File: src/rtl/game_pkg.sv
// Shared definitions for the memory game: capture FSM encoding, sequence sizing
// constants and the level-to-length mapping used by both pattern blocks.
package game_pkg;

  localparam int MAX_LEN = 16;
  localparam int CODE_W  = 3;

  typedef enum logic [2:0] {
    IDLE,
    LOAD,
    WAIT_PRESS,
    WAIT_RELEASE,
    PASS,
    FAIL
  } state_t;

  // N = 4 + 4*level, clamped to MAX_LEN from level 3 upward; evaluated in 5 bits.
  function automatic logic [4:0] len_from_level(input logic [2:0] level);
    logic [4:0] n;
    if (level >= 3'd3) begin
      n = 5'(MAX_LEN);
    end else begin
      n = 5'd4 + {level[1:0], 2'b00};
    end
    return n;
  endfunction

endpackage

File: src/rtl/input_pattern_if.sv
// Bundle between the game FSM / player I/O and the input_pattern capture block,
// plus a debug view of the capture FSM state.
import game_pkg::*;

interface input_pattern_if;
  logic                      enable;
  logic [2:0]                level;
  logic [MAX_LEN*CODE_W-1:0] pattern_flat;
  logic [7:0]                btn;
  logic [7:0]                led_echo;
  logic [4:0]                press_count;
  logic                      check_pass;
  logic                      check_fail;
  logic                      check_end;
  state_t                    dbg_state;

  // Session protocol: the master raises enable to start a session and holds it;
  // the slave answers with a sticky check_end (plus pass or fail) that stays up
  // until the master drops enable, which returns the slave to IDLE on the next edge.
  modport master (
    output enable, level, pattern_flat, btn,
    input  led_echo, press_count, check_pass, check_fail, check_end, dbg_state
  );

  modport slave (
    input  enable, level, pattern_flat, btn,
    output led_echo, press_count, check_pass, check_fail, check_end, dbg_state
  );
endinterface

File: src/rtl/btn_debouncer.sv
// One push button: 2-flop synchronizer followed by a stability counter; the
// output follows the synchronized level once it has differed for DEBOUNCE_CYCLES.
module btn_debouncer #(
  parameter int DEBOUNCE_CYCLES = 200
) (
  input  logic clk_1,
  input  logic rst,
  input  logic btn_i,
  output logic db_o
);

  localparam int CW = $clog2(DEBOUNCE_CYCLES + 1);

  logic          s1_q, s2_q;
  logic          db_q, db_d;
  logic [CW-1:0] cnt_q, cnt_d;

  // Any return of the synchronized level to the accepted level restarts the count,
  // so a bouncing contact never accumulates enough stable cycles.
  always_comb begin
    db_d  = db_q;
    cnt_d = '0;
    if (s2_q != db_q) begin
      if (cnt_q == CW'(DEBOUNCE_CYCLES - 1)) begin
        db_d = s2_q;
      end else begin
        cnt_d = cnt_q + 1'b1;
      end
    end
  end

  always_ff @(posedge clk_1 or posedge rst) begin
    if (rst) begin
      s1_q  <= 1'b0;
      s2_q  <= 1'b0;
      db_q  <= 1'b0;
      cnt_q <= '0;
    end else begin
      s1_q  <= btn_i;
      s2_q  <= s1_q;
      db_q  <= db_d;
      cnt_q <= cnt_d;
    end
  end

  assign db_o = db_q;

endmodule

File: src/rtl/input_pattern.sv
// Memory-game receive side: debounces 8 buttons, compares presses against the
// latched sequence and reports pass/fail. Optional inter-press timeout: INPUT_TIMEOUT_EN.
import game_pkg::*;

module input_pattern #(
  parameter int DEBOUNCE_CYCLES = 200,
  parameter int TIMEOUT_CYCLES  = 50000
) (
  input  logic            clk_1,
  input  logic            rst,
  input_pattern_if.slave  bus
);

  logic [7:0]        db;
  logic [7:0]        db_prev_q;
  logic [7:0]        rise;
  logic              press;
  logic              multi;
  logic [CODE_W-1:0] code;

  state_t            state_q;
  logic [4:0]        count_q;
  logic [4:0]        n_q;
  logic              pass_q, fail_q, end_q;
  logic [CODE_W-1:0] pat_q [MAX_LEN];
  logic              timeout_hit;
  logic              match;

  for (genvar g = 0; g < 8; g++) begin : g_db
    btn_debouncer #(.DEBOUNCE_CYCLES(DEBOUNCE_CYCLES)) u_db (
      .clk_1 (clk_1),
      .rst   (rst),
      .btn_i (bus.btn[g]),
      .db_o  (db[g])
    );
  end

  assign rise  = db & ~db_prev_q;
  assign press = |rise;
  assign multi = ($countones(db) > 1);

  always_comb begin
    code = '0;
    for (int i = 7; i >= 0; i--) begin
      if (rise[i]) code = CODE_W'(i);
    end
  end

  assign match = !multi && (code == pat_q[count_q[3:0]]);

`ifdef INPUT_TIMEOUT_EN
  localparam int TW = $clog2(TIMEOUT_CYCLES + 1);
  logic [TW-1:0] tmo_q;
  assign timeout_hit = (tmo_q == TW'(TIMEOUT_CYCLES));

  // Runs only while waiting on the player; an accepted press restarts it.
  always_ff @(posedge clk_1 or posedge rst) begin
    if (rst) begin
      tmo_q <= '0;
    end else if (!bus.enable) begin
      tmo_q <= '0;
    end else if ((state_q == WAIT_PRESS) || (state_q == WAIT_RELEASE)) begin
      if ((state_q == WAIT_PRESS) && press && match) begin
        tmo_q <= '0;
      end else if (!timeout_hit) begin
        tmo_q <= tmo_q + 1'b1;
      end
    end else begin
      tmo_q <= '0;
    end
  end
`else
  logic unused_timeout;
  assign unused_timeout = (TIMEOUT_CYCLES != 0);
  assign timeout_hit    = 1'b0;
`endif

  always_ff @(posedge clk_1 or posedge rst) begin
    if (rst) begin
      state_q   <= IDLE;
      count_q   <= '0;
      n_q       <= '0;
      pass_q    <= 1'b0;
      fail_q    <= 1'b0;
      end_q     <= 1'b0;
      db_prev_q <= '0;
      for (int k = 0; k < MAX_LEN; k++) pat_q[k] <= '0;
    end else begin
      db_prev_q <= db;
      if (!bus.enable) begin
        state_q <= IDLE;
        count_q <= '0;
        pass_q  <= 1'b0;
        fail_q  <= 1'b0;
        end_q   <= 1'b0;
      end else begin
        case (state_q)
          IDLE: state_q <= LOAD;
          LOAD: begin
            for (int k = 0; k < MAX_LEN; k++) begin
              pat_q[k] <= bus.pattern_flat[CODE_W*k +: CODE_W];
            end
            n_q     <= len_from_level(bus.level);
            count_q <= '0;
            // A button still held from the previous session must be released first.
            state_q <= (|db) ? WAIT_RELEASE : WAIT_PRESS;
          end
          WAIT_PRESS: begin
            if (press) begin
              if (match) begin
                count_q <= count_q + 5'd1;
                if ((count_q + 5'd1) == n_q) begin
                  state_q <= PASS;
                  pass_q  <= 1'b1;
                  end_q   <= 1'b1;
                end else begin
                  state_q <= WAIT_RELEASE;
                end
              end else begin
                state_q <= FAIL;
                fail_q  <= 1'b1;
                end_q   <= 1'b1;
              end
            end else if (timeout_hit) begin
              state_q <= FAIL;
              fail_q  <= 1'b1;
              end_q   <= 1'b1;
            end
          end
          WAIT_RELEASE: begin
            if (timeout_hit) begin
              state_q <= FAIL;
              fail_q  <= 1'b1;
              end_q   <= 1'b1;
            end else if (db == 8'h00) begin
              state_q <= WAIT_PRESS;
            end
          end
          PASS:    state_q <= PASS;
          FAIL:    state_q <= FAIL;
          default: state_q <= IDLE;
        endcase
      end
    end
  end

  assign bus.led_echo    = db;
  assign bus.press_count = count_q;
  assign bus.check_pass  = pass_q;
  assign bus.check_fail  = fail_q;
  assign bus.check_end   = end_q;
  assign bus.dbg_state   = state_q;

endmodule

File: src/flat_wrapper.sv
// flat-port wrapper written by rule: the top's interface ports become plain ports
module input_pattern_flat 
#(
  parameter int DEBOUNCE_CYCLES = 200,
  parameter int TIMEOUT_CYCLES  = 50000
)
  (clk_1, rst, bus_enable, bus_level, bus_pattern_flat, bus_btn, bus_led_echo, bus_press_count, bus_check_pass, bus_check_fail, bus_check_end, bus_dbg_state);
  input_pattern_if bus_i ();
  input  logic clk_1;
  input  logic rst;
  input wire logic [$bits(bus_i.enable)-1:0] bus_enable;
  input wire logic [$bits(bus_i.level)-1:0] bus_level;
  input wire logic [$bits(bus_i.pattern_flat)-1:0] bus_pattern_flat;
  input wire logic [$bits(bus_i.btn)-1:0] bus_btn;
  output wire logic [$bits(bus_i.led_echo)-1:0] bus_led_echo;
  output wire logic [$bits(bus_i.press_count)-1:0] bus_press_count;
  output wire logic [$bits(bus_i.check_pass)-1:0] bus_check_pass;
  output wire logic [$bits(bus_i.check_fail)-1:0] bus_check_fail;
  output wire logic [$bits(bus_i.check_end)-1:0] bus_check_end;
  output wire logic [$bits(bus_i.dbg_state)-1:0] bus_dbg_state;
  assign bus_i.enable = bus_enable;
  assign bus_i.level = bus_level;
  assign bus_i.pattern_flat = bus_pattern_flat;
  assign bus_i.btn = bus_btn;
  assign bus_led_echo = bus_i.led_echo;
  assign bus_press_count = bus_i.press_count;
  assign bus_check_pass = bus_i.check_pass;
  assign bus_check_fail = bus_i.check_fail;
  assign bus_check_end = bus_i.check_end;
  assign bus_dbg_state = bus_i.dbg_state;
  input_pattern #(.DEBOUNCE_CYCLES(DEBOUNCE_CYCLES), .TIMEOUT_CYCLES(TIMEOUT_CYCLES)) u_core (.clk_1(clk_1), .rst(rst), .bus(bus_i));
endmodule
File: config.mk
export PLATFORM = sky130hd
export DESIGN_NAME = input_pattern_flat
export DESIGN_NICKNAME = d
export VERILOG_FILES = /design/src/rtl/game_pkg.sv /design/src/rtl/input_pattern_if.sv /design/src/rtl/btn_debouncer.sv /design/src/rtl/input_pattern.sv /design/src/flat_wrapper.sv
export SDC_FILE = /design/constraint.sdc
export NUM_CORES = 1
export LEC_CHECK = 0
export CORE_MARGIN = 10
export CORE_UTILIZATION = 56
export DETAILED_ROUTE_END_ITERATION = 10
export HOLD_SLACK_MARGIN = 0.08
export PLACE_DENSITY = 0.79
export REMOVE_ABC_BUFFERS = 1
export SLEW_MARGIN = 20
export SYNTH_ARGS = -nofsm -noshare
export SYNTH_HDL_FRONTEND = slang
export SYNTH_SLANG_ARGS = --single-unit
File: constraint.sdc
create_clock -name clk_1 -period 6.3 [get_ports clk_1]
set_clock_uncertainty 0.15 [all_clocks]
set_input_delay 1.26 -clock clk_1 [delete_from_list [all_inputs] [get_ports clk_1]]
set_output_delay 1.26 -clock clk_1 [all_outputs]
set_load 0.05 [all_outputs]
---- Word level (Yosys, flattened, before mapping) ----
Index checks and enable logic that the tools add are counted.
word-level totals
  register bits after elaboration ......... 160
  bits in latches ......................... 0
  bits in writable memories ............... 0
  bits in read-only memories .............. 0
  input bits .............................. 62
  logic and storage cells ................. 183
  memories kept ........................... 0
operators by class
  add/subtract/negate cells ............... 17
  $mul .................................... 0
  divide/modulo/power cells ............... 0
  order comparisons ....................... 3
  eq/ne operators ......................... 33
  shift-type cells ........................ 0
  multiplexer cells ....................... 52
  bitwise operators ....................... 3
  reductions and logical operators ........ 20
operator list
  cell                                                                   count
  8-bit 2-to-1 mux                                                       16
  32-bit adder                                                           3
  8-bit by 1-bit adder with 8-bit output, second input constant          8
  8-bit equality test, second input constant                             8
  3-bit 2-to-1 mux                                                       15
  32-bit by 2-bit > comparator with 1-bit output, second input constant  1
  5-bit 2-to-1 mux                                                       4
  2-bit AND reduction                                                    10
  3-bit case mux with 6 select lines                                     1
  8-bit OR reduction                                                     2
  1-bit 2-to-1 mux                                                       14
  3-bit binary-select mux with 4-bit select                              1
  5-bit case mux with 2 select lines                                     1
  3-bit by 2-bit != test with 1-bit output, second input constant        3
  3-bit AND reduction                                                    3
  1-bit by 1-bit adder with 2-bit output                                 4
  8-bit bitwise AND                                                      1
  8-bit zero test                                                        1
  1-bit != test                                                          8
  2-bit by 1-bit != test with 1-bit output, second input constant        4
  8-bit inverter                                                         1
  3-bit by 2-bit equality test with 1-bit output, second input constant  2
  3-bit equality test, second input constant                             2
  3-bit by 4-bit adder with 5-bit output, first input constant           1
  14 further kinds                                                       14

---- Longest topological paths before layout ----
Gate-level depths: netlist of run 1.
  word-level depth ........................ 16
  depth in mapped cells ................... 15
  gate-level depth less buffers ........... 15

---- Hierarchy ----
From an unflattened synthesis of run 1, not the netlist that was laid out.
second synthesis, totals
  cells, all modules ...................... 650
  area total of the unflattened synthesis .. 7681.1 µm²
by module, submodules not included
  module         times used  cells an instance  area each (µm²)  sequential area each (µm²)
  btn_debouncer  8           45                 505.5            275.3
  input_pattern  1           290                3637.2           1751.7

---- Least setup slack after synthesis of run 1 ----
No wires, ideal clock.
  kind .................................... reg2reg
  from .................................... reg u_core.g_db[1].u_db.db_q
  to ...................................... reg u_core.count_q[4], in the netlist u_core.bus.press_count[4]
  setup time .............................. 0.128 ns
  arrival time ............................ 3.297 ns
  data required time ...................... 6.022 ns
  path slack .............................. 2.725 ns
  cell stages (with the launch flop) ...... 13
  buffers on the path ..................... 0
  clock period less this slack ............ 3.575 ns
  path through ............................ dfrtp_1 -> ha_1 -> fa_1 -> fa_1 -> ha_1 -> inv_1 -> fa_1 -> nor2b_1 -> nand4_2 -> or3_1 -> a211oi_2 -> o21a_4 -> o211ai_2
between the ends
  cells in the longest elaborated chain, start to end .. 8
  elaborated cells on any way between the ends .. 14
  those cells by class .................... 3 x add/sub; 1 x order compare; 3 x eq/ne; 2 x mux; 1 x bitwise; 4 x reduce/logical
ends and longest elaborated chain
  element                                                       RTL line              source
  from (decl)                                                   btn_debouncer.sv:15   logic db_q, db_d;
  from (signal assigned)                                        btn_debouncer.sv:36   db_q <= 1'b0;
  from (signal assigned)                                        btn_debouncer.sv:41   db_q <= db_d;
  1-bit by 1-bit adder with 2-bit output (not written as such)  input_pattern.sv:40   assign multi = ($countones(db) > 1);
  32-bit adder (not written as such) (2 in a row)               input_pattern.sv:40
  32-bit by 2-bit > comparator with 1-bit output                input_pattern.sv:40
  1-bit zero test                                               input_pattern.sv:49   assign match = !multi && (code == pat_q[count_q[3:0]]);
  1-bit logical AND                                             input_pattern.sv:49
  3-bit by 2-bit != test with 1-bit output (no source line)     -
  3-bit AND reduction (no source line) (*)                      -
  to (signal assigned)                                          input_pattern.sv:111  count_q <= count_q + 5'd1;
  to (decl)                                                     input_pattern.sv:22   logic [4:0] count_q;
Mark *: on every way between the ends. The rest lies on a longest branch, timed or not.
A chain may end at the register's enable or synchronous reset.

---- Final worst setup path of run 1 ----
  from .................................... reg u_core.g_db[1].u_db.db_q
  to ...................................... reg u_core.state_q[0], in the netlist u_core.bus.dbg_state[0]
between the ends
  cells in the longest elaborated chain, start to end .. 10
  elaborated cells on any way between the ends .. 21
  those cells by class .................... 3 x add/sub; 1 x order compare; 3 x eq/ne; 7 x mux; 1 x bitwise; 6 x reduce/logical
ends and longest elaborated chain
  element                                                       RTL line              source
  1-bit by 1-bit adder with 2-bit output (not written as such)  input_pattern.sv:40
  32-bit adder (not written as such) (2 in a row)               input_pattern.sv:40
  32-bit by 2-bit > comparator with 1-bit output                input_pattern.sv:40
  1-bit zero test                                               input_pattern.sv:49
  1-bit logical AND                                             input_pattern.sv:49
  3-bit 2-to-1 mux                                              input_pattern.sv:110  if (match) begin
  3-bit 2-to-1 mux                                              input_pattern.sv:109  if (press) begin
  3-bit case mux with 6 select lines                            input_pattern.sv:97   case (state_q)
  3-bit 2-to-1 mux                                              input_pattern.sv:90   if (!bus.enable) begin
  to (signal assigned)                                          input_pattern.sv:106  state_q <= (|db) ? WAIT_RELEASE : WAIT_PRESS;
  to (decl)                                                     input_pattern.sv:21   state_t state_q;
Several ways; a longest one is shown, not always the timed one. The select of a mux whose other input is x is not followed.

==> results of run 1 <==
-- path summary, 6_finish.rpt --
| check | from | endpoint | slack, ps | cells past startpoint |
|---|---|---|---|---|
| min in group asynchronous | rst | u_core.pat_q[42] | 1270 | 2 |
| setup / recovery | u_core.g_db[1].u_db.db_o | u_core.bus.dbg_state[0] | 2350 | 11 |
| setup reg to reg | u_core.g_db[1].u_db.db_o | u_core.bus.dbg_state[0] | 2350 | 11 |
| max in group asynchronous | rst | u_core.bus.press_count[0] | 3490 | 3 |
| hold reg to reg | u_core.g_db[2].u_db.s1_q | u_core.g_db[2].u_db.s2_q | 190 | 0 |
| hold / removal | u_core.g_db[2].u_db.s1_q | u_core.g_db[2].u_db.s2_q | 190 | 0 |
-- cell usage after synthesis, types with 2 or more instances --
| library cell | number | share of area [%] |
|---|---|---|
| dfrtp_1 | 158 | 55 |
| nor2_1 | 74 | 3.8 |
| mux2_2 | 51 | 7.9 |
| nand3_1 | 38 | 2.6 |
| xor2_1 | 36 | 4.4 |
| inv_1 | 32 | 1.7 |
| xnor2_1 | 24 | 2.9 |
| ha_1 | 20 | 3.5 |
| nand2_1 | 19 | 0.98 |
| and3_1 | 17 | 1.5 |
| clkbuf_1 | 14 | 0.73 |
| mux4_2 | 11 | 3.4 |
| o21ai_0 | 11 | 0.76 |
| buf_4 | 9 | 0.93 |
| nand4_1 | 8 | 0.69 |
| nor4_1 | 8 | 0.69 |
| a211oi_1 | 7 | 0.73 |
| nand2b_1 | 7 | 0.60 |
| nor2b_1 | 7 | 0.60 |
| or2_2 | 6 | 0.52 |
| mux2i_1 | 5 | 0.69 |
| and2_1 | 4 | 0.35 |
| fa_1 | 4 | 1.1 |
| a21oi_1 | 3 | 0.21 |
| nor3_1 | 3 | 0.21 |
| or3_1 | 3 | 0.26 |
| a211oi_2 | 2 | 0.35 |
| a21o_1 | 2 | 0.21 |
| o21ai_1 | 2 | 0.14 |
| o221ai_1 | 2 | 0.24 |
| o22ai_1 | 2 | 0.17 |
-- cells by family (layout without fill, tap and decap cells) --
group | count (synthesis) | count (layout)
AOI/OAI and AO/OA | 46 | 46
xor gates and xnor gates | 60 | 60
adders and majority gates | 24 | 24
muxes | 67 | 67
and+or+nand+nor | 197 | 197
DFF | 158 | 158
buffers and inverters | 57 | 146
-- where the power goes --
group	switching [mW]	internal [mW]	total, mW
Sequential	0.0889	1.17	1.26
Clock	0.392	0.592	0.985
Combinational	0.163	0.228	0.392
Total	0.645	1.99	2.63
-- sequential cells by signal, indices dropped and copies added, names as in the netlist --
| signal | count |
|---|---|
| u_core.bus.check_fail | 1 |
| u_core.pat_q | 48 |
| u_core.g_db.u_db.db_o | 8 |
| u_core.db_prev_q | 8 |
| u_core.bus.check_pass | 1 |
| u_core.g_db.u_db.s2_q | 8 |
| u_core.n_q | 3 |
| u_core.bus.dbg_state | 3 |
| u_core.bus.press_count | 5 |
| u_core.g_db.u_db.cnt_q | 64 |
| u_core.g_db.u_db.s1_q | 8 |
| u_core.bus.check_end | 1 |
-- layer usage --
metal | vias to the layer above | share of wire [%] | global-route usage [%]
met3 | 22 | 5.2 | 6.02
met4 | 0 | 1.3 | 5.08
li1 | 2241 | - | -
met2 | 115 | 50 | 29.5
met5 | - | 0 | 0
met1 | 2378 | 43 | 20.3
-- cell type report --
| cell class | instances | share of cell area, % |
|---|---|---|
| flip-flops and latches | 158 | 45.3 |
| multi-input cells | 394 | 34.8 |
| repair buffers | 82 | 9.34 |
| clock buffers | 22 | 5.66 |
| well taps | 172 | 2.46 |
| inverters | 32 | 1.43 |
| clock inverters | 10 | 0.989 |
==> results.md, run 1 <==
- Status: completed
- Final min period: 3950 ps
- Inst Count DP: roughly 840
- Wire per inst: 16.9 µm
- Synth warn: 0
- Cell Rows: 41
- Initial Util: a little under three fifths
- Core Util, Final: roughly 69%
- DR iter-0 viols: ~320
- Part of the cycle the worst path needs: a little over three fifths
- Pre-Repair DR Iteration Count: 4
- Drt drc: 0
- CP Launch Type: flip-flop
- Mapped Cells: 609
- Final Hold Fails: 0
- Die X: approximately 130 µm
- WP data required: 6460 ps
- Antenna violations before repair: 0
- Synth Area in Adders: 4.56%
- Pin count of the biggest net entering global routing: 109
- Cts hold-fix bufs: 0
- Drt via density: around 5.5
- Placed instance area: between 8000 and 9000 µm²
- Proportion of synthesized area in mux cells: about an eighth
- Worst path slowest cell: fa_1
- First-pass GRT wire length: approximately 25 mm
- Num Clock Sinks: 158
- Post-cts sizing count: 0
- Avg Cell Area, Syn: 11.9 µm²
- Hold slack: 194 ps
- Commonest non-fill, non-tap cell in the layout: dfrtp_1
- CP bufs+invs: 1
- Post-synth EDFFs: 0
- Clk Latency, worst-skew pair: 420 ps
- Count of cell types in the netlist: 51
- Die area: 17900 µm²
- Total Nets Final: 771
- Sequential fraction of the synthesis area: ~55%
- TNS Setup: 0 ps
- Setup Buffers After CTS: 0
- Max Buffers Root-to-Sink: 2
- Hold crit path type: flip-flop to flip-flop
- Crit path DAT: 4100 ps
- Crit-path leading delay family: adder cells
- RSZ-0062 raised after global routing: no
- Die height: 134 µm
- Antenna-violating nets left: 0
- Overall Power: 2.63 mW
- Compound-Gate Fraction of Synth Area: 4.77%
- Clock Tree Root: clkbuf_16
- Place WS: 2420 ps
- Slew HR: 33.4%
- Simple-gate share of the synthesized area: a little over an eighth
- Design area: 8730 µm²
- Yosys reg bits: roughly 160
- Asr flop ratio synth: 100%
- WS Path Type: flip-flop to flip-flop
- Final setup violation count: 0
- Critical path fanouts, max: 7
- CTS tree: yes
- Synth Area in XOR/XNOR: 7.25%
- Non-filler instance count after layout: 870
- Share of layout cells above drive strength 1: 15.6%
- Max Cap Violations: 0
- Vias in the first global route: 5150
- Leading cell types in the layout, fill and taps excluded: 158 x dfrtp_1, 80 x clkdlybuf4s50_1, 73 x nor2_1, 51 x mux2_2, 38 x nand3_1
- Peak supply drop: 0.000238 V
- Pins Over Slew Limit: 0
- Nature of the critical path endpoint: flip-flop
- Detailed placer's ending HPWL: 10.3 mm
- PortBufs: 80
- Power per cell area: roughly 300 nW/µm²
- TritonCTS Buffers: 17
- Filler cells: 905
- H-Tree Depth: 4
- Area of the core: between 10000 and 15000 µm²
- WL final: ~15 mm
- Vias: 4756
- Footprint of the multi-input gates: 3040 µm²
- Clk pin slew, worst setup/hold paths: about 60 ps
- Total GRT Usage: 17.4%
- Post-synthesis cell area: slightly above 7000 µm²
- CP most frequent cell: fa_1
- Worst path cell trace: ha_1 -> fa_1 -> fa_1 -> ha_1 -> inv_1 -> fa_1 -> nor2b_1 -> nand4_2 -> a211oi_2 -> a211oi_1 -> o31a_1
- Pleak: around 3.8 nW
- Main synth FF type: dfrtp_1
- Fmax: approximately 0.25 GHz
- Syn-to-layout area delta: 20.5%
- # IOs: 81
- Main combinational cell family by area after synthesis: simple AND/OR/NAND/NOR gates
- Tightest Pin Transition: approximately 1000 ps
- Final GP Congestion: 0.957
- CP peak stage delay: 570 ps
- Remaining global-route overflow: 0
- Final WS setup: 2350 ps
- Register area: 3950 µm²
- Antenna cells: 0
Power figures use the tool's default switching activity.
==> run 2, diff against run 1 <==
Settings changed: CORE_UTILIZATION 56 to 51, PLACE_DENSITY 0.79 to 0.76.
Clock period 6.3 ns to 3.45 ns, I/O delays scaled along.
==> run 2 against run 1 <==
Against the previous run:
- maximum frequency rose by 9.4%
- total power rose by 90%
- via count rose by 3.3%
- final area rose by 4.1%
- sequential power rose by 82%
- cell count rose by 3.8%
- worst setup slack got worse by 2500 ps
- combinational power rose by 93%
- the run now ends with setup timing left
- first-iteration DRC count fell by 11%
- clock power rose by 99%
- non-clock buffer count rose by 25
- largest cell class unchanged
- count of clock-buffer cells in the layout fell by 2
==> results.md, run 2 (same netlist as run 1, synthesis figures left out) <==
- Hold crit path type: flip-flop to flip-flop (unchanged)
- Die height: 139 µm (was 134 µm)
- RSZ-0062 raised after global routing: yes (was no)
- Worst path slowest cell: fa_1 (unchanged)
- Clk Latency, worst-skew pair: 420 ps (about the same)
- Clk pin slew, worst setup/hold paths: 60 ps (about the same)
- Tightest Pin Transition: 610 ps (was 999 ps)
- Non-filler instance count after layout: 903 (was 870)
- Antenna violations before repair: 0 (unchanged)
- Top reg by flops: u_core.g_db.u_db.cnt_q (unchanged)
- Total GRT Usage: 16.4% (was 17.4%)
- Commonest non-fill, non-tap cell in the layout: dfrtp_1 (unchanged)
- Vias: 4911 (was 4756)
- Final min period: 3610 ps (was 3950 ps)
- Pre-Repair DR Iteration Count: 5 (was 4)
- PortBufs: 80 (unchanged)
- Final WS setup: -156 ps (was 2350 ps)
- Max reg flops: 64 (unchanged)
- R2R setup slack: -160 ps (was 2350 ps)
- Remaining global-route overflow: 0 (unchanged)
- Setup crit start: u_core.g_db[5].u_db.db_o (was u_core.g_db[1].u_db.db_o)
- Crit path DAT: 3760 ps (was 4100 ps)
- Initial Util: 52.2% (was 57.2%)
- Die area: 19400 µm² (was 17900 µm²)
- TritonCTS Buffers: 17 (unchanged)
- WP data required: 3610 ps (was 6460 ps)
- Slew HR: 59.0% (was 33.4%)
- Overall Power: 5.01 mW (was 2.63 mW)
- First-pass GRT wire length: 26.1 mm (was 25.2 mm)
- CP Launch Type: flip-flop (unchanged)
- CTS tree: yes (unchanged)
- Num Clock Sinks: 158 (unchanged)
- Inst Count DP: 868 (was 838)
- Detailed placer's ending HPWL: 11.2 mm (was 10.3 mm)
- Status: complete, but fails checks (was completed)
- Antenna-violating nets left: 0 (unchanged)
- Critical path fanouts, max: 3 (was 7)
- Cts hold-fix bufs: 0 (unchanged)
- H-Tree Depth: 4 (unchanged)
- Part of the cycle the worst path needs: 105% (was 62.6%)
- Max Buffers Root-to-Sink: 2 (unchanged)
- Antenna cells: 0 (unchanged)
- Syn-to-layout area delta: 25.5% (was 20.5%)
- TNS Setup: -1100 ps (was 0 ps)
- Worst path cell trace: ha_2 -> fa_1 -> fa_1 -> ha_1 -> inv_1 -> fa_1 -> nor2b_4 -> nand4_2 -> buf_4 -> a211oi_4 -> a211oi_1 -> o31a_1 (was ha_1 -> fa_1 -> fa_1 -> ha_1 -> inv_1 -> fa_1 -> nor2b_1 -> nand4_2 -> a211oi_2 -> a211oi_1 -> o31a_1)
- Cell Rows: 43 (was 41)
- Core Util, Final: 65.5% (was 68.9%)
- Peak supply drop: 0.000398 V (was 0.000238 V)
- Final setup violation count: 9 (was 0)
- WS Path Type: flip-flop to flip-flop (unchanged)
- Wire per inst: 17.4 µm (was 16.9 µm)
- DR iter-0 viols: 280 (was 316)
- HP Start: u_core.g_db[7].u_db.s1_q (was u_core.g_db[2].u_db.s1_q)
- Pin count of the biggest net entering global routing: 60 (was 109)
- Failing checks: setup timing
- Final GP Congestion: 0.899 (was 0.957)
- Fmax: 0.277 GHz (was 0.253 GHz)
- Largest regs: u_core.g_db.u_db.cnt_q x64, u_core.pat_q x48 (unchanged)
- Pins Over Slew Limit: 0 (unchanged)
- Drt drc: 0 (unchanged)
- Nature of the critical path endpoint: flip-flop (unchanged)
- Power per cell area: 551 nW/µm² (was 301 nW/µm²)
- Max Cap Violations: 0 (unchanged)
- CP most frequent cell: fa_1 (unchanged)
- Die X: 139 µm (was 134 µm)
- Clock Tree Root: clkbuf_16 (unchanged)
- Drt via density: 5.44 (was 5.47)
- Total Nets Final: 796 (was 771)
- Worst flop-to-flop path startpoint: u_core.g_db[5].u_db.db_o (was u_core.g_db[1].u_db.db_o)
- Leading cell types in the layout, fill and taps excluded: 158 x dfrtp_1, 80 x clkdlybuf4s50_1, 73 x nor2_1, 51 x mux2_2, 38 x nand3_1 (unchanged)
- Vias in the first global route: 5309 (was 5150)
- Area of the core: 13900 µm² (was 12700 µm²)
- # IOs: 81 (unchanged)
- Pleak: 4.00 nW (was 3.83 nW)
- WL final: 15.8 mm (was 14.7 mm)
- Final Hold Fails: 0 (unchanged)
- Share of layout cells above drive strength 1: 21.0% (was 15.6%)
- CP peak stage delay: 530 ps (was 570 ps)
==> run 2: metal layers <==
metal | vias to the layer above | routed length (µm) | global-route usage, %
li1 | 2300 | - | -
met5 | - | 0 | 0
met3 | 20 | 895 | 5.45
met2 | 137 | 7880 | 27.3
met1 | 2454 | 6790 | 19.6
met4 | 0 | 186 | 5.05
==> run 2: power by group <==
part | switching, mW | internal (mW) | leakage [nW]
sequential | 0.158 | 2.13 | 2.04
combinational | 0.312 | 0.443 | 1.67
clock | 0.762 | 1.20 | 0.291
==> run 2: critical path: cells and delay by family (launching register included) <==
family / cells / cell delay (ps)
simple gates: 2 / 220
fa+ha+maj: 5 / 1860
buf+inv: 2 / 210
flops: 1 / 420
compound gates: 3 / 620
==> run 2: path summary, 6_finish.rpt <==
path                                           endpoint  cells past startpoint
min in group asynchronous              u_core.pat_q[15]                      2
max reg2reg                     u_core.bus.dbg_state[0]                     12
min reg2reg                    u_core.g_db[7].u_db.s2_q                      0
max                             u_core.bus.dbg_state[0]                     12
min                            u_core.g_db[7].u_db.s2_q                      0
max in group asynchronous  u_core.g_db[1].u_db.cnt_q[4]                      3
==> run 2: cell type report <==
| cell class | count | area, µm² |
|---|---|---|
| Inverter | 32 | 125 |
| Clock inverter | 12 | 159 |
| Multi-Input combinational cell | 394 | 3110 |
| Sequential cell | 158 | 3950 |
| Fill cell | 1015 | 4790 |
| Clock buffer | 20 | 467 |
| Tap cell | 180 | 225 |
| Timing Repair Buffer | 107 | 1060 |
==> run 2: timing repair <==
item / CTS / global route
endpoints found under the setup margin: 11 / 11
pin swaps: 8 / 5
resized for setup: 14 / 10
setup buffers: 3 / 0
==> run 2: per-stage QoR <==
step	cell area, µm²	hold WS [ps]	worst slack, ps
after floorplan	7110	181	-1650
after global placement	8360	187	-211
after detailed placement	8360	191	-264
after CTS	9040	205	-257
after global routing	9090	208	-279
final	9090	202	-156
==> run 3, diff against run 2 <==
--- a/config.mk
+++ b/config.mk
@@ -6,4 +6,5 @@
 export NUM_CORES = 1
 export LEC_CHECK = 0
+export ABC_AREA = 0
 export CORE_MARGIN = 10
 export CORE_UTILIZATION = 51
==> constraint.sdc (replaced) <==
create_clock -name clk_1 -period 3.45 [get_ports clk_1]
set_clock_uncertainty 0.15 [all_clocks]
set_input_delay 0.345 -clock clk_1 [delete_from_list [all_inputs] [get_ports clk_1]]
set_output_delay 0.345 -clock clk_1 [all_outputs]
set_load 0.05 [all_outputs]
==> run 3 against run 2 <==
Against the previous run:
- the flow still finishes with violations (setup timing)
- count of clock-buffer cells in the layout is 7 higher
- total power is 2.6% lower
- sequential cell count stayed put
- cell count is 0.33% higher
- sequential share of layout area is 0.060 points higher
- worst setup slack worse by 40 ps
- via count is 0.88% lower
- utilization is 0.090 points lower
- die area stayed put
- non-clock buffer count is 3 higher
- largest cell class unchanged
- largest power group unchanged
- highest routed layer unchanged
==> results.md, run 3 (same netlist as run 1, synthesis figures left out) <==
- Syn-to-layout area delta: 25.3% (was 25.5%)
- Peak supply drop: 0.000432 V (was 0.000398 V)
- P_int: 3.69 mW (was 3.77 mW)
- Initial Util: 52.2% (unchanged)
- Max reg flops: 64 (unchanged)
- TritonCTS Buffers: 17 (unchanged)
- Largest regs: u_core.g_db.u_db.cnt_q x64, u_core.pat_q x48 (unchanged)
- Max Cap Violations: 0 (unchanged)
- # IOs: 81 (unchanged)
- Cell Rows: 43 (unchanged)
- Failing checks: setup timing (unchanged)
- Critical path fanouts, max: 5 (was 3)
- DR iter-0 viols: 297 (was 280)
- Power per cell area: 537 nW/µm² (was 551 nW/µm²)
- Status: complete, but fails checks (unchanged)
- Crit path DAT: 3790 ps (was 3760 ps)
- Final setup violation count: 10 (was 9)
- Top reg by flops: u_core.g_db.u_db.cnt_q (unchanged)
- Share of layout cells above drive strength 1: 21.2% (was 21.0%)
- Clock share of power: 37.1% (was 39.2%)
- Part of the cycle the worst path needs: 106% (was 105%)
- Total Nets Final: 799 (was 796)
- Antenna violations before repair: 0 (unchanged)
- Die area: 19400 µm² (unchanged)
- Overall Power: 4.88 mW (was 5.01 mW)
- First-pass GRT wire length: 26.3 mm (was 26.1 mm)
- Pins Over Slew Limit: 0 (unchanged)
- Met3 wire length: 843 µm (was 895 µm)
- Die height: 139 µm (unchanged)
- RSZ-0062 raised after global routing: yes (unchanged)
- Inst Count DP: 868 (unchanged)
- Pleak: 4.01 nW (was 4.00 nW)
- Clk pin slew, worst setup/hold paths: 60 ps (about the same)
- Leading cell types in the layout, fill and taps excluded: 158 x dfrtp_1, 80 x clkdlybuf4s50_1, 73 x nor2_1, 51 x mux2_2, 38 x nand3_1 (unchanged)
- Die X: 139 µm (unchanged)
- Met2 Wirelength: 7.72 mm (was 7.88 mm)
- Hold crit path type: flip-flop to flip-flop (unchanged)
- Final WS setup: -195 ps (was -156 ps)
- Pin count of the biggest net entering global routing: 76 (was 60)
- Commonest non-fill, non-tap cell in the layout: dfrtp_1 (unchanged)
- Net Sw Power: 1.19 mW (was 1.23 mW)
- Wire per inst: 17.0 µm (was 17.4 µm)
- Clk Latency, worst-skew pair: 430 ps (was 420 ps)
- Sequential share of power: 46.9% (was 45.7%)
- WS Path Type: flip-flop to flip-flop (unchanged)
- Gate power share: 15.9% (was 15.1%)
- Antenna-violating nets left: 0 (unchanged)
- Clock Tree Root: clkbuf_16 (unchanged)
- Detailed placer's ending HPWL: 11.2 mm (about the same)
- CTS tree: yes (unchanged)
- Tightest Pin Transition: 669 ps (was 610 ps)
- WL final: 15.4 mm (was 15.8 mm)
- Total GRT Usage: 16.5% (was 16.4%)
- Vias in the first global route: 5290 (was 5309)
- Num Clock Sinks: 158 (unchanged)
- Fmax: 0.274 GHz (was 0.277 GHz)
- Final min period: 3650 ps (was 3610 ps)
- Max Buffers Root-to-Sink: 2 (unchanged)
- Final Hold Fails: 0 (unchanged)
- CP Launch Type: flip-flop (unchanged)
- Final GP Congestion: 0.876 (was 0.899)
- Slew HR: 55.4% (was 59.0%)
- Sw Ratio: 24.3% (was 24.6%)
- Cts hold-fix bufs: 0 (unchanged)
- Drt via density: 5.37 (was 5.44)
- Pre-Repair DR Iteration Count: 4 (was 5)
- Top layer in use: met4 (unchanged)
- Nature of the critical path endpoint: flip-flop (unchanged)
- Area of the core: 13900 µm² (unchanged)
- Remaining global-route overflow: 0 (unchanged)
- Vias: 4868 (was 4911)
- WP data required: 3600 ps (was 3610 ps)
- PortBufs: 80 (unchanged)
- Non-filler instance count after layout: 906 (was 903)
- Antenna cells: 0 (unchanged)
- H-Tree Depth: 4 (unchanged)
- Place WS: -298 ps (was -264 ps)
- DRT met1 WL: 6.64 mm (was 6.79 mm)
- Drt drc: 0 (unchanged)
## run 3: stage by stage
step | area [µm²] | TNS (ps) | util, % | hold WS (ps)
2_1_floorplan | 7110 | -225700 | - | 181
3_3_place_gp | 8340 | -1440 | 60.1 | 187
3_5_place_dp | 8340 | -2420 | 60.1 | 185
4_1_cts | 9030 | -2090 | 65.1 | 195
5_1_grt | 9080 | -2950 | 65.4 | 206
6_report | 9080 | -1450 | 65.4 | 195
## run 3: worst max-delay path, cell delays in order, from the launching register on
cell	delay (ps)
dfrtp_1	390
buf_4	150
inv_2	70
ha_4	190
inv_2	50
fa_2	180
inv_1	50
fa_1	540
ha_2	180
inv_2	40
fa_1	470
nor2b_4	150
nand4_4	100
or3_4	360
a211oi_2	180
o21a_4	190
mux2i_1	70
## run 3: worst paths after layout
path                                           from                      endpoint  slack (ps)  depth (start not counted)
min in group asynchronous                       rst              u_core.pat_q[12]         250                          2
max in group asynchronous                       rst  u_core.g_db[1].u_db.cnt_q[3]        2100                          3
hold / removal             u_core.g_db[2].u_db.s1_q      u_core.g_db[2].u_db.s2_q         190                          0
hold reg to reg            u_core.g_db[2].u_db.s1_q      u_core.g_db[2].u_db.s2_q         190                          0
setup / recovery           u_core.g_db[4].u_db.db_o     u_core.bus.press_count[0]        -200                         16
setup reg to reg           u_core.g_db[4].u_db.db_o     u_core.bus.press_count[0]        -200                         16
## run 3: cell type report
class,count,area [µm²]
clock inverter,5,52.6
timing repair buffer,110,1050
multi-input combinational,394,3140
tap,180,225
inverter,32,133
sequential,158,3950
fill,1036,4800
clock buffer,27,523
## run 3: what timing repair did
action	4_1_cts	5_1_grt
resized for setup	25	7
gates cloned	0	0
pin swaps	12	7
setup endpoints to repair	11	11
hold endpoints to repair	0	0
buffers inserted	3	3
## run 3: power groups by stage
stage | logic [mW] | clock network [mW] | registers (mW)
floorplan | 0.516 | 0 | 2.29
global placement | 0.706 | 0 | 2.30
detailed placement | 0.736 | 0 | 2.32
CTS | 0.756 | 1.85 | 2.29
global route | 0.850 | 1.93 | 2.32
finish | 0.778 | 1.81 | 2.29
## run 3: layer usage
layer / GRT usage, % / vias to the layer above
li1: - / 2310
met1: 19.3 / 2422
met2: 27.3 / 117
met3: 5.82 / 19
met4: 5.82 / 0
met5: 0 / -
==> RTL edit 1, RTL diff (config.mk and constraints of run 1) <==
Set the package constant `MAX_LEN` to 32 (it was 16).
--- a/src/rtl/game_pkg.sv
+++ b/src/rtl/game_pkg.sv
@@ -2,7 +2,7 @@
 // constants and the level-to-length mapping used by both pattern blocks.
 package game_pkg;
 
-  localparam int MAX_LEN = 16;
+  localparam int MAX_LEN = 32;
   localparam int CODE_W  = 3;
 
   typedef enum logic [2:0] {
Ports: changed (resized bus_pattern_flat); port bits go from 81 to 129. The function was not compared with the original's and may differ.
==> RTL edit 1 against run 1 <==
- setup slack got worse by 0.20 ns
- clock power rose by 11%
- total power fell by 1.5%
- sequential share of layout area fell by 0.32 points
- synthesized area rose by 0.54%
- routed wire length fell by 1.5%
- combinational power fell by 24%
- maximum frequency fell by 4.8%
- final area rose by 0.72%
- largest power group unchanged
- sequential cell count did not move
- highest routed layer unchanged
- non-clock buffer count did not move
- critical path type unchanged
==> RTL edit 1: results (changes against run 1) <==
.. list-table::
   :header-rows: 1

   * - Metric
     - Value
   * - Number of clock buffers inserted by TritonCTS
     - 17 (unchanged)
   * - VDD IR max
     - 0.187 mV (-22%)
   * - Dominant cells by area after synthesis
     - dfrtp_1 (54%), mux2_2 (7.7%), xor2_1 (3.7%)
   * - Hold path cells
     - 0 (unchanged)
   * - Cells after DPL
     - 825 (-1.6%)
   * - Worst skew pair latency
     - 0.42 ns (about the same)
   * - Buffer levels on the longest clock path
     - 2 (unchanged)
   * - R2R cell count
     - 10 (-1)
   * - Share of post-route cells with drive strength above 1
     - 14.7% (-0.87 points)
   * - Post-DP HPWL
     - 9950 um (-3.8%)
   * - Arrival time of data at the critical path endpoint
     - 4.30 ns (+0.20 ns)
   * - Port Buf Inserts
     - 80 (unchanged)
   * - Router iterations before antenna repair
     - 4 (unchanged)
   * - Fin cells
     - 857 (-1.5%)
   * - Crit Path Max Fanout
     - 12 (+5)
   * - Slew @ Worst Pin
     - 1.02 ns (+0.0220 ns)
   * - H-tree Lvls
     - 4 (unchanged)
   * - Leakage power total
     - 3.87 nW (+1.0%)
   * - FFs w/ async S/R, synth
     - 100% (unchanged)
   * - Most used flip-flop cell after synthesis
     - dfrtp_1
   * - Maximum number of pins on one net before global-route repair
     - 116 (+6.4%)
   * - Setup Buffers After CTS
     - 0 (unchanged)
   * - GRT Total Usage
     - 16.8% (-0.58 points)
   * - Run status
     - complete, no violations
   * - Post-place setup slack
     - 2.20 ns (-0.224 ns)
   * - Share of synthesized area occupied by flip-flops and latches
     - 54.3% (-0.29 points)
   * - Routed vias/inst
     - 5.47 (about the same)
   * - Routability Congestion
     - 0.801 (-16%)
   * - Filler Cell Count
     - 913 (+0.88%)
   * - Hold WC Path Type
     - reg -> reg
   * - Antenna violations before repair
     - 0 (unchanged)
   * - Synth unique cells
     - 49 (-3.9%)
   * - Mapped Cells
     - 598 (-1.8%)
   * - Post-CTS Resized
     - 0 (unchanged)
   * - Cell at the root of the clock tree
     - clkbuf_16
   * - Diode insertion count for antenna repair
     - 0 (unchanged)
   * - Drt initial violations
     - 300 (-5.1%)
   * - Registers with the highest flip-flop counts
     - u_core.g_db.u_db.cnt_q (64), u_core.pat_q (48)
   * - Routed length per instance
     - 16.9 um (about the same)
   * - Global-route wire length before repair
     - 24600 um (-2.5%)
   * - Via count of the first global-routing pass
     - 5116 (-0.66%)
   * - Net count reported at finish
     - 806 (+4.5%)
   * - Most frequent cells after synthesis
     - dfrtp_1 (158), nor2_1 (65), mux2_2 (50)
   * - Design internal power
     - 0.00201 W (+1.3%)
   * - Syn. warnings
     - 0 (unchanged)
[RTL edit 1: kinds of logic after synthesis]
family | Yosys count | synth area share, %
xor gates and xnor gates | 62 | 7.66
DFF | 158 | 54.3
AOI/OAI and AO/OA | 43 | 3.88
and+or+nand+nor | 189 | 12.9
adders and majority gates | 24 | 4.54
muxes | 65 | 12.9
buffers and inverters | 57 | 3.81
[RTL edit 1: per-layer routing]
metal | up-vias | share of wire [%] | track usage, %
met2 | 119 | 50 | 28.1
met3 | 18 | 6.3 | 5.53
li1 | 2204 | - | -
met5 | - | 0 | 0
met1 | 2343 | 42 | 19.8
met4 | 0 | 1.6 | 5.99
[RTL edit 1: metrics by stage]
step	util, %	cell area (um^2)	hold slack, ns
finish	69.4	8790	0.197
global route	69.4	8790	0.204
CTS	69.4	8790	0.200
detailed placement	64.4	8160	0.187
global placement	64.4	8160	0.187
floorplan	-	7120	0.181
[RTL edit 1: power by group through the flow]
stage	Sequential, W	Combinational, W	Clock (W)
finish	0.00120	0.000298	0.00109
global placement	0.00121	0.000287	0
global route	0.00122	0.000329	0.00116
detailed placement	0.00122	0.000300	0
floorplan	0.00120	0.000218	0
CTS	0.00120	0.000304	0.00111
[RTL edit 1: critical path, stage by stage, from the launching register on]
cell	delay (ns)
dfrtp_1	0.48
ha_1	0.25
fa_1	0.51
fa_1	0.56
ha_1	0.15
inv_1	0.05
fa_1	0.48
nand3b_1	0.09
nor4_2	0.83
o41ai_2	0.17
mux2_2	0.30
[RTL edit 1: worst paths after layout]
check,to,slack (ns),startpoint
setup / recovery,u_core.bus.press_count[0],2.16,u_core.g_db[2].u_db.db_o
hold / removal,u_core.g_db[5].u_db.s2_q,0.20,u_core.g_db[5].u_db.s1_q
setup reg to reg,u_core.bus.press_count[0],2.16,u_core.g_db[2].u_db.db_o
hold reg to reg,u_core.g_db[5].u_db.s2_q,0.20,u_core.g_db[5].u_db.s1_q
max in group asynchronous,u_core.g_db[3].u_db.cnt_q[2],3.67,rst
min in group asynchronous,u_core.g_db[7].u_db.s1_q,1.21,rst
[RTL edit 1: final cells by class]
class,count,area share [%]
Sequential cell,158,45.0
Timing Repair Buffer,82,9.28
Inverter,30,1.37
Tap cell,172,2.45
Clock buffer,22,5.39
Clock inverter,10,1.81
Multi-Input combinational cell,383,34.8
==> RTL edit 2, RTL diff (config.mk and constraints of run 1) <==
Made on the original files. Build with the macro `INPUT_TIMEOUT_EN` defined.
--- a/src/rtl/input_pattern.sv
+++ b/src/rtl/input_pattern.sv
@@ -1,5 +1,7 @@
 // Memory-game receive side: debounces 8 buttons, compares presses against the
 // latched sequence and reports pass/fail. Optional inter-press timeout: INPUT_TIMEOUT_EN.
+`define INPUT_TIMEOUT_EN
+
 import game_pkg::*;
 
 module input_pattern #(
Behaviour: no difference found for any inputs over 10 cycles, from zero or initial values and one cycle with rst high; that may be too few to reach the edited logic, so the function may still have changed.
==> RTL edit 2 against run 1 <==
- synthesized area is 12% higher
- routed wire length increased by 15%
- non-clock buffer count up 1
- setup slack improved by 0.083 ns
- largest power group unchanged
- final area grew 11%
- sequential cell count increased by 16
- die area up 10%
- total power increased by 20%
==> RTL edit 2: results (changes against run 1) <==
.. list-table::
   :header-rows: 1

   * - Metric
     - Value
   * - VDD IR max
     - 0.210 mV (-12%)
   * - H-tree Lvls
     - 4 (unchanged)
   * - Startpoint of the worst register-to-register path
     - u_core.g_db[1].u_db.db_o
   * - Maximum number of pins on one net before global-route repair
     - 74 (-32%)
   * - Registers with the highest flip-flop counts
     - u_core.g_db.u_db.cnt_q (64), u_core.pat_q (48), u_core.tmo_q (16)
   * - Synth unique cells
     - 54 (+5.9%)
   * - Clock transition at the registers of the reported paths
     - 0.07 ns
   * - Routability Congestion
     - 0.832 (-13%)
   * - Via count of the first global-routing pass
     - 5783 (+12%)
   * - Leakage power total
     - 4.22 nW (+10%)
   * - Die boundary width
     - 141 um (+5.1%)
   * - Worst skew pair latency
     - 0.43 ns
   * - Cell at the root of the clock tree
     - clkbuf_16
   * - Share of synthesized area occupied by flip-flops and latches
     - 53.5% (-1.1 points)
   * - Net count reported at finish
     - 858 (+11%)
   * - Syn. warnings
     - 0 (unchanged)
   * - Global-route wire length before repair
     - 28400 um (+13%)
   * - Post-place setup slack
     - 2.50 ns (+0.0748 ns)
   * - Most frequent cells after synthesis
     - dfrtp_1 (174), nor2_1 (91), mux2_2 (49)
   * - GRT Total Usage
     - 17.5% (+0.17 points)
   * - Share of post-route cells with drive strength above 1
     - 14.6% (-1.1 points)
   * - Router iterations before antenna repair
     - 5 (+1)
   * - Post-route fraction of the period consumed by the critical path
     - 61.3% (-1.3 points)
   * - FFs w/ async S/R, synth
     - 100% (unchanged)
   * - R2R Setup Slk
     - 2.44 ns (+0.08 ns)
   * - Antenna violations before repair
     - 0 (unchanged)
   * - Hold WC Path Type
     - reg -> reg
   * - Origin of the worst setup path
     - u_core.g_db[1].u_db.db_o
   * - Diode insertion count for antenna repair
     - 0 (unchanged)
   * - Post-CTS Resized
     - 0 (unchanged)
   * - Critical Setup Path Class
     - reg -> reg
   * - R2R cell count
     - 12 (+1)
   * - Drt initial violations
     - 442 (+40%)
   * - Total detailed-routing wirelength
     - 16900 um (+15%)
   * - Crit Path Max Fanout
     - 9 (+2)
   * - Run status
     - complete, no violations
   * - Worst rel slew slack
     - 33.6% (+0.18 points)
   * - Number of clock buffers inserted by TritonCTS
     - 17 (unchanged)
   * - Endpoint of the lowest-slack register-to-register path
     - u_core.bus.press_count[4]
   * - Count of vias placed by the detailed router
     - 5465 (+15%)
   * - Arrival time of data at the critical path endpoint
     - 4.00 ns (-0.10 ns)
   * - Port Buf Inserts
     - 80 (unchanged)
   * - Most used flip-flop cell after synthesis
     - dfrtp_1
   * - Dominant cells by area after synthesis
     - dfrtp_1 (53%), mux2_2 (6.8%), xor2_1 (4.5%)
   * - Post-DP HPWL
     - 11900 um (+15%)
   * - Setup Buffers After CTS
     - 0 (unchanged)
   * - Buffer levels on the longest clock path
     - 2 (unchanged)
## RTL edit 2: report_power, final
part           internal (W)  switching (W)
Clock              0.000630       0.000438
Combinational      0.000356       0.000277
Sequential          0.00131       0.000139
## RTL edit 2: area by class of cell
| cell class | instances | area (um^2) |
|---|---|---|
| Fill cell | 1042 | 4710 |
| Sequential cell | 174 | 4350 |
| Multi-Input combinational cell | 459 | 3510 |
| Timing Repair Buffer | 83 | 823 |
| Clock buffer | 21 | 480 |
| Tap cell | 184 | 230 |
| Inverter | 35 | 136 |
| Clock inverter | 11 | 129 |
## RTL edit 2: worst min-delay path by stage
stage	slack, ns	end	cells past startpoint	from
2_1_floorplan	0.18	u_core.g_db[0].u_db.s2_q	0	u_core.g_db[0].u_db.s1_q
3_3_place_gp	0.19	u_core.g_db[3].u_db.s2_q	0	u_core.g_db[3].u_db.s1_q
3_5_place_dp	0.19	u_core.g_db[3].u_db.s2_q	0	u_core.g_db[3].u_db.s1_q
4_1_cts	0.20	u_core.g_db[3].u_db.s2_q	0	u_core.g_db[3].u_db.s1_q
5_1_grt	0.21	u_core.g_db[6].u_db.s2_q	0	u_core.g_db[6].u_db.s1_q
6_report	0.20	u_core.g_db[3].u_db.s2_q	0	u_core.g_db[3].u_db.s1_q
## RTL edit 2: per-stage QoR
step | util (%) | area, um^2 | std cells | hold WS (ns)
CTS | 67.3 | 9660 | 967 | 0.201
global route | 67.3 | 9660 | 967 | 0.211
detailed placement | 63.0 | 9050 | 935 | 0.186
floorplan | - | 7990 | 668 | 0.181
global placement | 63.0 | 9050 | 935 | 0.187
finish | 67.3 | 9660 | 967 | 0.199
## RTL edit 2: per-layer routing
| layer | share of wire [%] | global-route usage [%] | vias up |
|---|---|---|---|
| met3 | 4.9 | 5.07 | 25 |
| met5 | 0 | 0 | - |
| met1 | 42 | 20.3 | 2759 |
| met2 | 52 | 30.5 | 155 |
| met4 | 1.8 | 5.65 | 0 |
| li1 | - | - | 2526 |
## RTL edit 2: worst max-delay path, cell delays in order, from the launching register on
cell and delay, ns:
dfrtp_1 0.44, ha_1 0.25, fa_1 0.51, fa_1 0.55, ha_1 0.14, inv_1 0.04
fa_1 0.48, nand2_1 0.05, nor2_1 0.12, o21ai_2 0.11, nor4_4 0.48, or2_1 0.26
o211ai_1 0.12
## RTL edit 2: cell families (layout without fill, tap and decap cells)
family | after synthesis | after routing | synth area share (%)
multiplexers | 66 | 66 | 11.3
buffers and inverters | 64 | 150 | 3.49
AO/OA/AOI/OAI | 49 | 49 | 4.03
AND/OR/NAND/NOR | 241 | 241 | 15.0
XOR/XNOR | 77 | 77 | 8.37
flip-flops | 174 | 174 | 53.5
adder cells (fa/ha/maj) | 26 | 26 | 4.36
